[src/rtl/tile_move_ctrl.sv]
// Move sequencer/arbiter for the 3x3 sliding-tile datapath: LFSR scrambler plus player channel.
// Optional one-level undo is enabled by defining TILE_CTRL_UNDO_EN.
module tile_move_ctrl #(
  parameter int unsigned SCRAMBLE_MOVES = 32,
  parameter int unsigned CNT_W          = 16,
  parameter logic [7:0]  LFSR_SEED      = 8'hA5
) (
  input  logic             clk,
  input  logic             reset,
  input  logic             scramble_start,
  input  logic             player_val,
  input  logic [1:0]       player_dir,
`ifdef TILE_CTRL_UNDO_EN
  input  logic             undo_req,
`endif
  output logic             player_rdy,
  input  logic             solved_in,
  output logic             move_en,
  output logic [1:0]       move_dir,
  output logic             move_reject,
  output logic [1:0]       space_row,
  output logic [1:0]       space_col,
  output logic [CNT_W-1:0] move_count,
  output logic             busy,
  output logic             game_won
);

  typedef enum logic [1:0] {StIdle, StScramble, StPlay, StWon} state_e;

  state_e             state_q, state_d;
  logic [7:0]         lfsr_q, remaining_q, remaining_d;
  logic [1:0]         prev_dir_q, prev_dir_d;
  logic               prev_valid_q, prev_valid_d;
  logic [1:0]         row_q, row_d, col_q, col_d;
  logic [CNT_W-1:0]   count_q, count_d;
  logic               move_en_q, move_en_d, move_reject_q, move_reject_d;
  logic [1:0]         move_dir_q, move_dir_d;
  logic               issue;
  logic [1:0]         issue_dir, cand;
  logic               handshake, start_scr;
`ifdef TILE_CTRL_UNDO_EN
  logic [1:0]         last_dir_q, last_dir_d;
  logic               last_valid_q, last_valid_d;
`endif

  function automatic logic is_legal(input logic [1:0] d, input logic [1:0] r,
                                    input logic [1:0] c);
    case (d)
      2'b00:   return c != 2'd0;
      2'b01:   return c != 2'd2;
      2'b10:   return r != 2'd0;
      default: return r != 2'd2;
    endcase
  endfunction

  assign cand       = lfsr_q[1:0];
`ifdef TILE_CTRL_UNDO_EN
  assign player_rdy = (state_q == StPlay) && !move_en_q && !undo_req;
`else
  assign player_rdy = (state_q == StPlay) && !move_en_q;
`endif
  assign handshake  = player_val && player_rdy;
  assign start_scr  = scramble_start && (state_q != StScramble);

  always_comb begin
    state_d       = state_q;
    remaining_d   = remaining_q;
    prev_dir_d    = prev_dir_q;
    prev_valid_d  = prev_valid_q;
    row_d         = row_q;
    col_d         = col_q;
    count_d       = count_q;
    move_en_d     = 1'b0;
    move_reject_d = 1'b0;
    move_dir_d    = move_dir_q;
    issue         = 1'b0;
    issue_dir     = 2'b00;
`ifdef TILE_CTRL_UNDO_EN
    last_dir_d    = last_dir_q;
    last_valid_d  = last_valid_q;
`endif
    if (start_scr) begin
      // A same-cycle player handshake is dropped here.
      state_d      = StScramble;
      remaining_d  = 8'(SCRAMBLE_MOVES);
      prev_valid_d = 1'b0;
`ifdef TILE_CTRL_UNDO_EN
      last_valid_d = 1'b0;
`endif
    end else begin
      unique case (state_q)
        StScramble: begin
          if (is_legal(cand, row_q, col_q) &&
              !(prev_valid_q && (cand == (prev_dir_q ^ 2'b01)))) begin
            issue        = 1'b1;
            issue_dir    = cand;
            prev_dir_d   = cand;
            prev_valid_d = 1'b1;
            remaining_d  = remaining_q - 8'd1;
            if (remaining_q == 8'd1) begin
              state_d = StPlay;
              count_d = '0;
            end
          end
        end
        StPlay: begin
          // Win detection outranks a same-cycle player request.
          if (solved_in && !move_en_q && (count_q != '0)) begin
            state_d = StWon;
          end else if (handshake) begin
            if (is_legal(player_dir, row_q, col_q)) begin
              issue     = 1'b1;
              issue_dir = player_dir;
              if (count_q != '1) count_d = count_q + 1'b1;
`ifdef TILE_CTRL_UNDO_EN
              last_dir_d   = player_dir;
              last_valid_d = 1'b1;
`endif
            end else begin
              move_reject_d = 1'b1;
            end
          end
`ifdef TILE_CTRL_UNDO_EN
          else if (undo_req && last_valid_q && !move_en_q) begin
            issue        = 1'b1;
            issue_dir    = last_dir_q ^ 2'b01;
            count_d      = count_q - 1'b1;
            last_valid_d = 1'b0;
          end
`endif
        end
        default: ;
      endcase
    end
    if (issue) begin
      move_en_d  = 1'b1;
      move_dir_d = issue_dir;
      unique case (issue_dir)
        2'b00:   col_d = col_q - 2'd1;
        2'b01:   col_d = col_q + 2'd1;
        2'b10:   row_d = row_q - 2'd1;
        default: row_d = row_q + 2'd1;
      endcase
    end
  end

  always_ff @(posedge clk) begin
    if (reset) begin
      state_q       <= StIdle;
      lfsr_q        <= LFSR_SEED;
      remaining_q   <= '0;
      prev_dir_q    <= 2'b00;
      prev_valid_q  <= 1'b0;
      row_q         <= 2'd2;
      col_q         <= 2'd2;
      count_q       <= '0;
      move_en_q     <= 1'b0;
      move_reject_q <= 1'b0;
      move_dir_q    <= 2'b00;
`ifdef TILE_CTRL_UNDO_EN
      last_dir_q    <= 2'b00;
      last_valid_q  <= 1'b0;
`endif
    end else begin
      state_q       <= state_d;
      lfsr_q        <= {lfsr_q[6:0], lfsr_q[7] ^ lfsr_q[5] ^ lfsr_q[4] ^ lfsr_q[3]};
      remaining_q   <= remaining_d;
      prev_dir_q    <= prev_dir_d;
      prev_valid_q  <= prev_valid_d;
      row_q         <= row_d;
      col_q         <= col_d;
      count_q       <= count_d;
      move_en_q     <= move_en_d;
      move_reject_q <= move_reject_d;
      move_dir_q    <= move_dir_d;
`ifdef TILE_CTRL_UNDO_EN
      last_dir_q    <= last_dir_d;
      last_valid_q  <= last_valid_d;
`endif
    end
  end

  assign move_en     = move_en_q;
  assign move_dir    = move_dir_q;
  assign move_reject = move_reject_q;
  assign space_row   = row_q;
  assign space_col   = col_q;
  assign move_count  = count_q;
  assign busy        = (state_q == StScramble);
  assign game_won    = (state_q == StWon);

endmodule

[config.mk]
export PLATFORM = sky130hd
export DESIGN_NAME = tile_move_ctrl
export DESIGN_NICKNAME = d
export VERILOG_FILES = /design/src/rtl/tile_move_ctrl.sv
export SDC_FILE = /design/constraint.sdc
export NUM_CORES = 1
export LEC_CHECK = 0
export CORE_MARGIN = 2
export CORE_UTILIZATION = 55
export DETAILED_ROUTE_END_ITERATION = 6
export HOLD_SLACK_MARGIN = 0.1
export PLACE_DENSITY_LB_ADDON = 0.3
export SLEW_MARGIN = 40
export SYNTH_ARGS = -nofsm -noshare
export SYNTH_HDL_FRONTEND = slang
export SYNTH_SLANG_ARGS = --single-unit
[constraint.sdc]
create_clock -name clk -period 7.25 [get_ports clk]
set_input_delay 2.175 -clock clk [delete_from_list [all_inputs] [get_ports clk]]
set_output_delay 2.175 -clock clk [all_outputs]
set_load 0.03 [all_outputs]
After elaboration in Yosys (flattened, before gate mapping)
Cells that the tools add are included.
{"block": "op_classes", "n_addsub": 6, "reduce_logical": 31, "n_mux": 39, "bitwise": 8, "n_eq_ne": 25}
{"cell": "$mux 16", "n": 6}
{"cell": "$pmux 16 s2", "n": 1}
{"cell": "$mux 6", "n": 3}
{"cell": "$add 16x1->16 const B", "n": 1}
{"cell": "$mux 2", "n": 8}
{"cell": "$ne 16x16->1 const B", "n": 1}
{"cell": "$pmux 2 s2", "n": 4}
{"cell": "$reduce_bool 16->1", "n": 1}
{"cell": "$mux 1", "n": 14}
{"cell": "$ne 2x1->1 const B", "n": 6}
{"cell": "$reduce_bool 2->1", "n": 6}
{"cell": "$eq 2x2->1 const B", "n": 5}
{"cell": "$eq 2x1->1 const B", "n": 4}
{"cell": "$eq 8x1->1 const B", "n": 1}
{"cell": "$ne 2x2->1 const B", "n": 4}
{"cell": "$reduce_and 2->1", "n": 4}
{"cell": "$reduce_and 4->1", "n": 2}
{"cell": "$reduce_and 8->1", "n": 1}
{"cell": "$sub 8x1->8 const B", "n": 1}
{"cell": "$logic_and 1x1->1", "n": 7}
{"cell": "$logic_not 2->1", "n": 3}
{"cell": "$ne 3x1->1 const B", "n": 2}
{"cell": "$pmux 1 s3", "n": 2}
{"cell": "$not 1->1", "n": 5}
{"cell": "other kinds (11)", "n": 17}
{"block": "word_totals", "wordCells": 122, "input_bits": 7, "ff_bits": 45}

Logic depth before layout (Yosys ltp)
Gate-level depths: netlist (run 1).
{"block": "logic_depth", "ltp_word": 16, "ltp_mapped": 10, "depth_no_buf": 8}

Worst setup path after synthesis (run 1)
No wires, ideal clock.
{"block": "synth_timing", "path_type": "input to register", "from": "input port player_dir[0]", "to": "register count_q[15] (netlist: move_count[15])", "path_stages": 7, "setup_time_ps": 70, "slack_ps": 3457, "arrival_time_ps": 3723, "required_time_ps": 7180, "cell_sequence": "xnor2_1 -> a32o_1 -> nor3_1 -> a21oi_1 -> clkbuf_1 -> or4_1 -> a21oi_1"}
{"block": "synth_between", "elab_chain_cells": 8, "word_cells_on_any_way": 10, "classes_between": "eq/ne: 3; mux: 5; reduce/logical: 2"}
{"item": "start, declared", "line_no": "12", "rtl": "input logic [1:0] player_dir,"}
{"item": "$eq 2x2->1, or another cell as far along", "line_no": "48", "rtl": "case (d)"}
{"item": "$pmux 1 s3 *", "line_no": "48"}
{"item": "$mux 1 *", "line_no": "110", "rtl": "end else if (handshake) begin"}
{"item": "$mux 1 *", "line_no": "108", "rtl": "if (solved_in && !move_en_q && (count_q != '0)) begin"}
{"item": "$mux 1 *", "line_no": "91", "rtl": "unique case (state_q)"}
{"item": "$mux 1 *", "line_no": "82", "rtl": "if (start_scr) begin"}
{"item": "$ne 2x1->1 (no line) *"}
{"item": "$reduce_and 8->1 (no line) *"}
{"item": "end signal, assigned", "line_no": "172", "rtl": "count_q <= count_d;"}
{"item": "end, declared", "line_no": "35", "rtl": "logic [CNT_W-1:0] count_q, count_d;"}
Mark *: on every way between the ends. The rest lies on a longest branch, timed or not. The select of a mux whose other input is x is not followed.
A chain may end at the register's enable or synchronous reset.

Worst setup path in the final report (run 1)
{"block": "layout_timing", "from": "input port player_dir[0]", "to": "register count_q[10] (netlist: move_count[10])"}
Same word-level chain as after synthesis.

==> flow_metrics.py, run 1 <==
metrics = {
    "timing": {
        "final_hold_viol_count": 0,
        "slew_viol_final": 0,
        "finalSetupTns_ns": 0,
        "worstMarginPinSlew_ns": 0.745,
        "relSlewSlack": 0.504,
        "finalCriticalPeriod_ns": 4.19,
        "period_share": 0.578,
        "rsz0062_at_grt": "no",
        "clock_skew_ns": 0.00623,
        "setup_violations": 0,
        "fmax_mhz": 239,
    },
    "clocking": {
        "hold_buffers": 0,
        "root_buffer": "clkbuf_8",
        "cts_sinks": 45,
        "clk_latency_ns": 0.30,
        "postCtsSetupBuffers": 0,
        "cts_resized": 0,
        "clk_pin_slew_ns": 0.09,
        "cts_buffers": 5,
        "cts_tree": "done",
        "clk_path_buf_depth": 2,
        "htreeDepth": 2,
    },
    "logic_synthesis": {
        "synth_edf_count": 0,
        "synth_compound_area_frac": 0.179,
        "yosysTopAreaCellShare": 0.381,
        "ys_seq_elements": 45,
        "ys_seq_area_frac": 0.381,
        "syn_area_mm2": 0.00236,
        "synth_area_per_cell_um2": 8.69,
        "synth-xor-area-share": 0.0630,
        "yosys_most_used_dff": "dfxtp_1",
        "synth_top_family_by_area": "simple AND/OR/NAND/NOR gates",
        "synth_top_cell_by_area": "dfxtp_1",
        "synth_nets": 287,
        "yosys-top-cells-area": "dfxtp_1 38%, a21oi_1 4.9%, ha_1 4.2%",
        "synth_warnings": 0,
        "async_reset_ff_frac": 0,
        "syn_inst": 272,
        "synthSimpleGateAreaFrac": 0.285,
        "synthMuxAreaShare": 0.00847,
        "synth_cell_type_count": 46,
        "synth_fa_ha_area_frac": 0.0423,
    },
    "floorplanning": {
        "io_pins": 34,
        "num_rows": 23,
        "die_x_um": 69.6,
        "die_h_um": 69.6,
        "core_mm2": 0.00406,
        "initial_core_util": 0.583,
        "design.die.area_mm2": 0.00484,
    },
    "setup_path": {
        "cp_cell_sequence": "clkdlybuf4s50_1 -> xnor2_1 -> a32o_1 -> nor3_1 -> a21oi_1 -> buf_4 -> or4_1 -> a21oi_1",
        "slowest_stage": "or4_1",
        "cp-start-kind": "primary input",
        "end_kind": "flip-flop",
        "cp.required_ns": 7.49,
        "startpoint": "player_dir[0]",
        "crit_top_cell": "a21oi_1",
        "critPathMaxStageDelay_ns": 0.52,
        "crit_fanout": 30,
        "worstSetupPathType": "in2reg",
        "cp.arrival_ns": 4.43,
        "r2r-start": "remaining_q[3]",
    },
    "power_and_ir_drop": {
        "p_sw_uw": 144,
        "p_leak_uw": 0.000958,
        "seq_power_share": 0.490,
        "p_total_uw": 548,
        "ir_drop_uv": 140,
        "clock_power_share": 0.366,
        "pwr-share-comb": 0.144,
        "p_sw_frac": 0.263,
        "p_int_uw": 404,
        "powerDensity_mw_per_mm2": 192,
    },
    "detailed_routing": {
        "ant_nets": 0,
        "routedWlPerCell_um": 14.8,
        "dr_total_vias": 2128,
        "drt_iter0_drc": 197,
        "viasPerCell": 6.03,
        "drt_wl_total_mm": 5.22,
        "drc_errors": 0,
        "first_pass_iters": 4,
    },
    "global_route": {
        "track_usage": 0.224,
        "grt_start_max_net_pins": 31,
        "antenna_found_initial": 0,
        "grt_pass1_wl_mm": 8.83,
        "first_global_vias": 1956,
        "overflow": 0,
    },
    "placement": {
        "portBuffers": 33,
        "hpwl_mm": 3.68,
        "gp_congestion": 0.805,
        "dpl_cell_area_mm2": 0.00272,
    },
    "final_layout": {
        "design_area_mm2": 0.00285,
        "area_growth_pct": 20.3,
        "num_antenna_cells": 0,
        "nets": 317,
        "final_util": 0.701,
        "drive_gt1_frac": 0.0660,
    },
    "outcome": {
        "outcome": "finished clean",
    },
    "flow_run": {
        "cap_violations": 0,
    },
    "worst_hold_path": {
        "hp-class": "reg2reg",
        "min_from": "lfsr_q[6]",
    },
}
## layout by cell type, fill, tap and decap left out, types with 2 or more instances in the layout
cell and n:
a211oi_1 4, a21oi_1 23, and2_1 4, and3_1 4, and4_1 4, buf_4 2
clkbuf_8 6, clkdlybuf4s50_1 33, dfxtp_1 45, ha_1 8, inv_1 12, mux2i_1 2
nand2_1 12, nand2b_1 5, nand3_1 5, nand3b_1 2, nand4_1 5, nor2_1 19
nor2b_1 7, nor3_1 7, nor4_1 5, nor4b_1 3, o211ai_1 4, o21ai_0 12
o31ai_1 12, o32a_1 2, or2_2 3, or3_1 5, or4_1 13, xnor2_1 10
xor2_1 7
## final timing paths
| check | end | slack [ns] | cells after the start |
|---|---|---|---|
| worst max-delay path | move_count[10] | 3.06 | 8 |
| worst min-delay path | lfsr_q[7] | 0.42 | 1 |
| worst max register to register | move_count[10] | 4.40 | 6 |
| worst min register to register | lfsr_q[7] | 0.42 | 1 |
## cells in the mapped netlist, drive strengths merged (3+ instances only)
master and instances:
inv 12, nand4 5, ha 8, nand3 5
nor3 8, or2 3, nand2b 5, dfxtp 45
a21oi 23, nor4b 3, and4 4, nor2b 7
nor2 20, clkbuf 10, nand2 12, or4 14
and2 4, and3 4, o31ai 12, xnor2 10
o21ai 12, or3 5, o211ai 4, nor4 6
a211oi 4, xor2 7
## routing by layer
layer  wire (um)  vias up  track usage
li1            -     1072            -
met1        2390     1003        0.282
met2        2560       46        0.381
met3         206        7       0.0436
met4          68        0       0.0806
met5           0        -            0
## kinds of logic (layout without fill, tap and decap cells)
| group | count (synthesis) | after routing |
|---|---|---|
| simple gates | 111 | 111 |
| compound gates | 65 | 65 |
| flops | 45 | 45 |
| buf+inv | 24 | 55 |
| xor+xnor | 17 | 17 |
| fa+ha+maj | 8 | 8 |
| mux | 2 | 2 |
## per-stage QoR
step | std cells | hold slack (ns) | setup WS [ns]
after global routing | 353 | 0.459 | 2.90
after global placement | 345 | 0.393 | 2.81
after CTS | 353 | 0.424 | 3.08
final | 353 | 0.421 | 3.06
after detailed placement | 345 | 0.409 | 2.76
after floorplan | 272 | 0.389 | 3.46
## power by group through the flow
stage / registers [uW] / clock network, uW / logic, uW
3_3_place_gp: 274 / 0 / 75.0
6_report: 268 / 200 / 79.0
3_5_place_dp: 274 / 0 / 76.9
5_1_grt: 270 / 214 / 86.5
4_1_cts: 268 / 204 / 77.9
2_1_floorplan: 271 / 0 / 58.9
## cell type report
cell class / instances / area [um2]
repair buffers: 35 / 345
clock inverters: 2 / 37.5
fillers: 331 / 1210
inverters: 12 / 45.0
flip-flops and latches: 45 / 901
multi-input cells: 203 / 1370
well taps: 50 / 62.6
clock buffers: 6 / 82.6
## sequential cells by signal (all words and copies together) (netlist names)
signal and count:
lfsr_q 8, space_row 2, prev_valid_q 1, move_dir 2, move_reject 1, move_count 16
move_en 1, prev_dir_q 2, space_col 2, remaining_q 8, state_q 2
## worst max-delay path: cells and delay by family
family	cells	cell delay, ns
and+or+nand+nor	2	0.80
buffers and inverters	2	0.71
AOI/OAI and AO/OA	3	0.57
xor gates and xnor gates	1	0.16
Power figures use the tool's default switching activity.
==> run 2: changes to the inputs <==
Settings changed: CORE_UTILIZATION 55 to 49.
Clock period 7.25 ns to 3.35 ns, I/O delays scaled along.
==> run 2 against run 1 <==
Net effect:
- total power rose by 110%
- cell count rose by 2.8%
- sequential share of layout area fell by 0.41 points
- global-route usage fell by 1.5 points
- utilization fell by 8.7 points
- clock-buffer cell count fell by 1
- setup slack got worse by 2.7 ns
- clock skew rose by 0.010 ns
- clock power rose by 110%
- via count rose by 0.23%
- register-to-register slack got worse by 3.7 ns
- sequential power rose by 120%
- highest routed layer unchanged
==> flow_metrics.py, run 2 (same netlist as run 1, synthesis figures left out) <==
metrics = {
    "final_layout": {
        "num_antenna_cells": 0,
        "area_growth_pct": 21.9,
        "mostFrequentLayoutCell": "dfxtp_1",
        "final_cell_mix": "45 x dfxtp_1, 33 x clkdlybuf4s50_1, 23 x a21oi_1, 19 x nor2_1, 13 x or4_1",
        "largest_reg_flops": 16,
        "design_area_mm2": 0.00288,
        "drive_gt1_frac": 0.0809,
        "nets": 323,
    },
    "timing": {
        "slew_viol_final": 0,
        "worstMarginPinSlew_ns": 0.701,
        "final_hold_viol_count": 0,
        "clock_skew_ns": 0.0163,
        "rsz0062_at_grt": "no",
        "setup_violations": 0,
        "finalCriticalPeriod_ns": 2.99,
        "fmax_mhz": 335,
        "period_share": 0.892,
        "finalSetupTns_ns": 0,
        "relSlewSlack": 0.532,
    },
    "outcome": {
        "outcome": "finished clean",
    },
    "placement": {
        "hpwl_mm": 3.87,
        "gp_congestion": 0.833,
        "dpl_cell_area_mm2": 0.00277,
        "portBuffers": 33,
    },
    "setup_path": {
        "reg2reg_to": "move_count[10]",
        "slowest_stage": "or4_1",
        "cp_cell_sequence": "clkdlybuf4s50_1 -> xnor2_1 -> a32o_1 -> nor3_1 -> a21oi_1 -> buf_4 -> or4_1 -> a21oi_1",
        "cp.required_ns": 3.60,
        "critPathMaxStageDelay_ns": 0.53,
        "crit_fanout": 30,
        "end_kind": "flip-flop",
        "cp-start-kind": "primary input",
        "cp.arrival_ns": 3.23,
        "r2r_cells": 6,
        "cp-endpoint": "move_count[10]",
        "r2r-start": "remaining_q[3]",
        "worstSetupPathType": "in2reg",
        "reg2reg_slack_ns": 0.68,
        "startpoint": "player_dir[0]",
        "crit_top_cell": "a21oi_1",
    },
    "global_route": {
        "overflow": 0,
        "grt_start_max_net_pins": 31,
        "track_usage": 0.209,
        "first_global_vias": 1969,
        "antenna_found_initial": 0,
        "grt_pass1_wl_mm": 8.92,
    },
    "floorplanning": {
        "io_pins": 34,
        "num_rows": 25,
        "initial_core_util": 0.504,
        "die_x_um": 73.5,
        "core_mm2": 0.00469,
        "die_h_um": 73.5,
        "design.die.area_mm2": 0.00540,
    },
    "clocking": {
        "clk_path_buf_depth": 2,
        "htreeDepth": 2,
        "cts_resized": 0,
        "clk_pin_slew_ns": 0.09,
        "clk_latency_ns": 0.31,
        "root_buffer": "clkbuf_8",
        "cts_buffers": 5,
        "cts_tree": "done",
        "postCtsSetupBuffers": 0,
        "hold_buffers": 0,
        "cts_sinks": 45,
    },
    "detailed_routing": {
        "first_pass_iters": 4,
        "ant_nets": 0,
        "viasPerCell": 5.88,
        "drt_iter0_drc": 145,
        "drc_errors": 0,
        "dr_total_vias": 2133,
        "drt_wl_total_mm": 5.30,
        "routedWlPerCell_um": 14.6,
    },
    "power_and_ir_drop": {
        "ir_drop_uv": 295,
        "p_total_uw": 1170,
        "powerDensity_mw_per_mm2": 406,
        "p_leak_uw": 0.000991,
    },
    "flow_run": {
        "cap_violations": 0,
    },
    "worst_hold_path": {
        "hp-class": "reg2reg",
    },
}
run 2: cell count changes in the layout (fill, tap and decap cells not counted):
cell | before | now
nor3_1 | 7 | 8
clkinvlp_4 | 1 | 0
nor3_2 | 1 | 0
clkbuf_8 | 6 | 5
inv_6 | 0 | 1
buf_4 | 2 | 8
clkinv_2 | 0 | 1
run 2: final cells by class:
| class | instances | area, um2 |
|---|---|---|
| repair buffers | 41 | 390 |
| flip-flops and latches | 45 | 901 |
| clock buffers | 5 | 68.8 |
| fillers | 414 | 1810 |
| multi-input cells | 203 | 1370 |
| clock inverters | 3 | 43.8 |
| inverters | 12 | 45.0 |
| well taps | 54 | 67.6 |
run 2: how the worst min path moves through the flow:
| stage | cells after the start | to | start | slack, ns |
|---|---|---|---|---|
| after floorplan | 1 | lfsr_q[7] | lfsr_q[6] | 0.39 |
| after global placement | 1 | lfsr_q[7] | lfsr_q[6] | 0.39 |
| after detailed placement | 1 | lfsr_q[7] | lfsr_q[6] | 0.42 |
| after CTS | 1 | lfsr_q[7] | lfsr_q[6] | 0.44 |
| after global routing | 1 | lfsr_q[7] | lfsr_q[6] | 0.46 |
| final | 1 | lfsr_q[7] | lfsr_q[6] | 0.43 |
run 2: per-layer routing:
metal	up-vias	track usage	part of all wire
li1	1077	-	-
met4	0	0.0869	0.017
met5	-	0	0
met1	1004	0.275	0.48
met3	9	0.0329	0.031
met2	43	0.339	0.47
run 2: stage by stage:
step / setup slack, ns / hold WS (ns) / utilization / instances
after floorplan: 0.727 / 0.389 / - / 272
after global placement: 0.137 / 0.393 / 0.590 / 355
after detailed placement: 0.0495 / 0.417 / 0.590 / 355
after CTS: 0.374 / 0.441 / 0.614 / 363
after global routing: 0.194 / 0.460 / 0.614 / 363
final: 0.363 / 0.434 / 0.614 / 363
run 2: where the power goes:
| part | internal, uW | total, uW | leakage, uW | switching [uW] |
|---|---|---|---|---|
| Sequential | 557 | 581 | 0.000366 | 23.9 |
| Combinational | 76.9 | 171 | 0.000566 | 93.8 |
| Clock | 224 | 420 | 0.0000585 | 197 |
run 2: critical path: cells and delay by family:
family	cells	cell delay, ns
xor+xnor	1	0.15
compound gates	3	0.56
buf+inv	2	0.70
simple gates	2	0.81
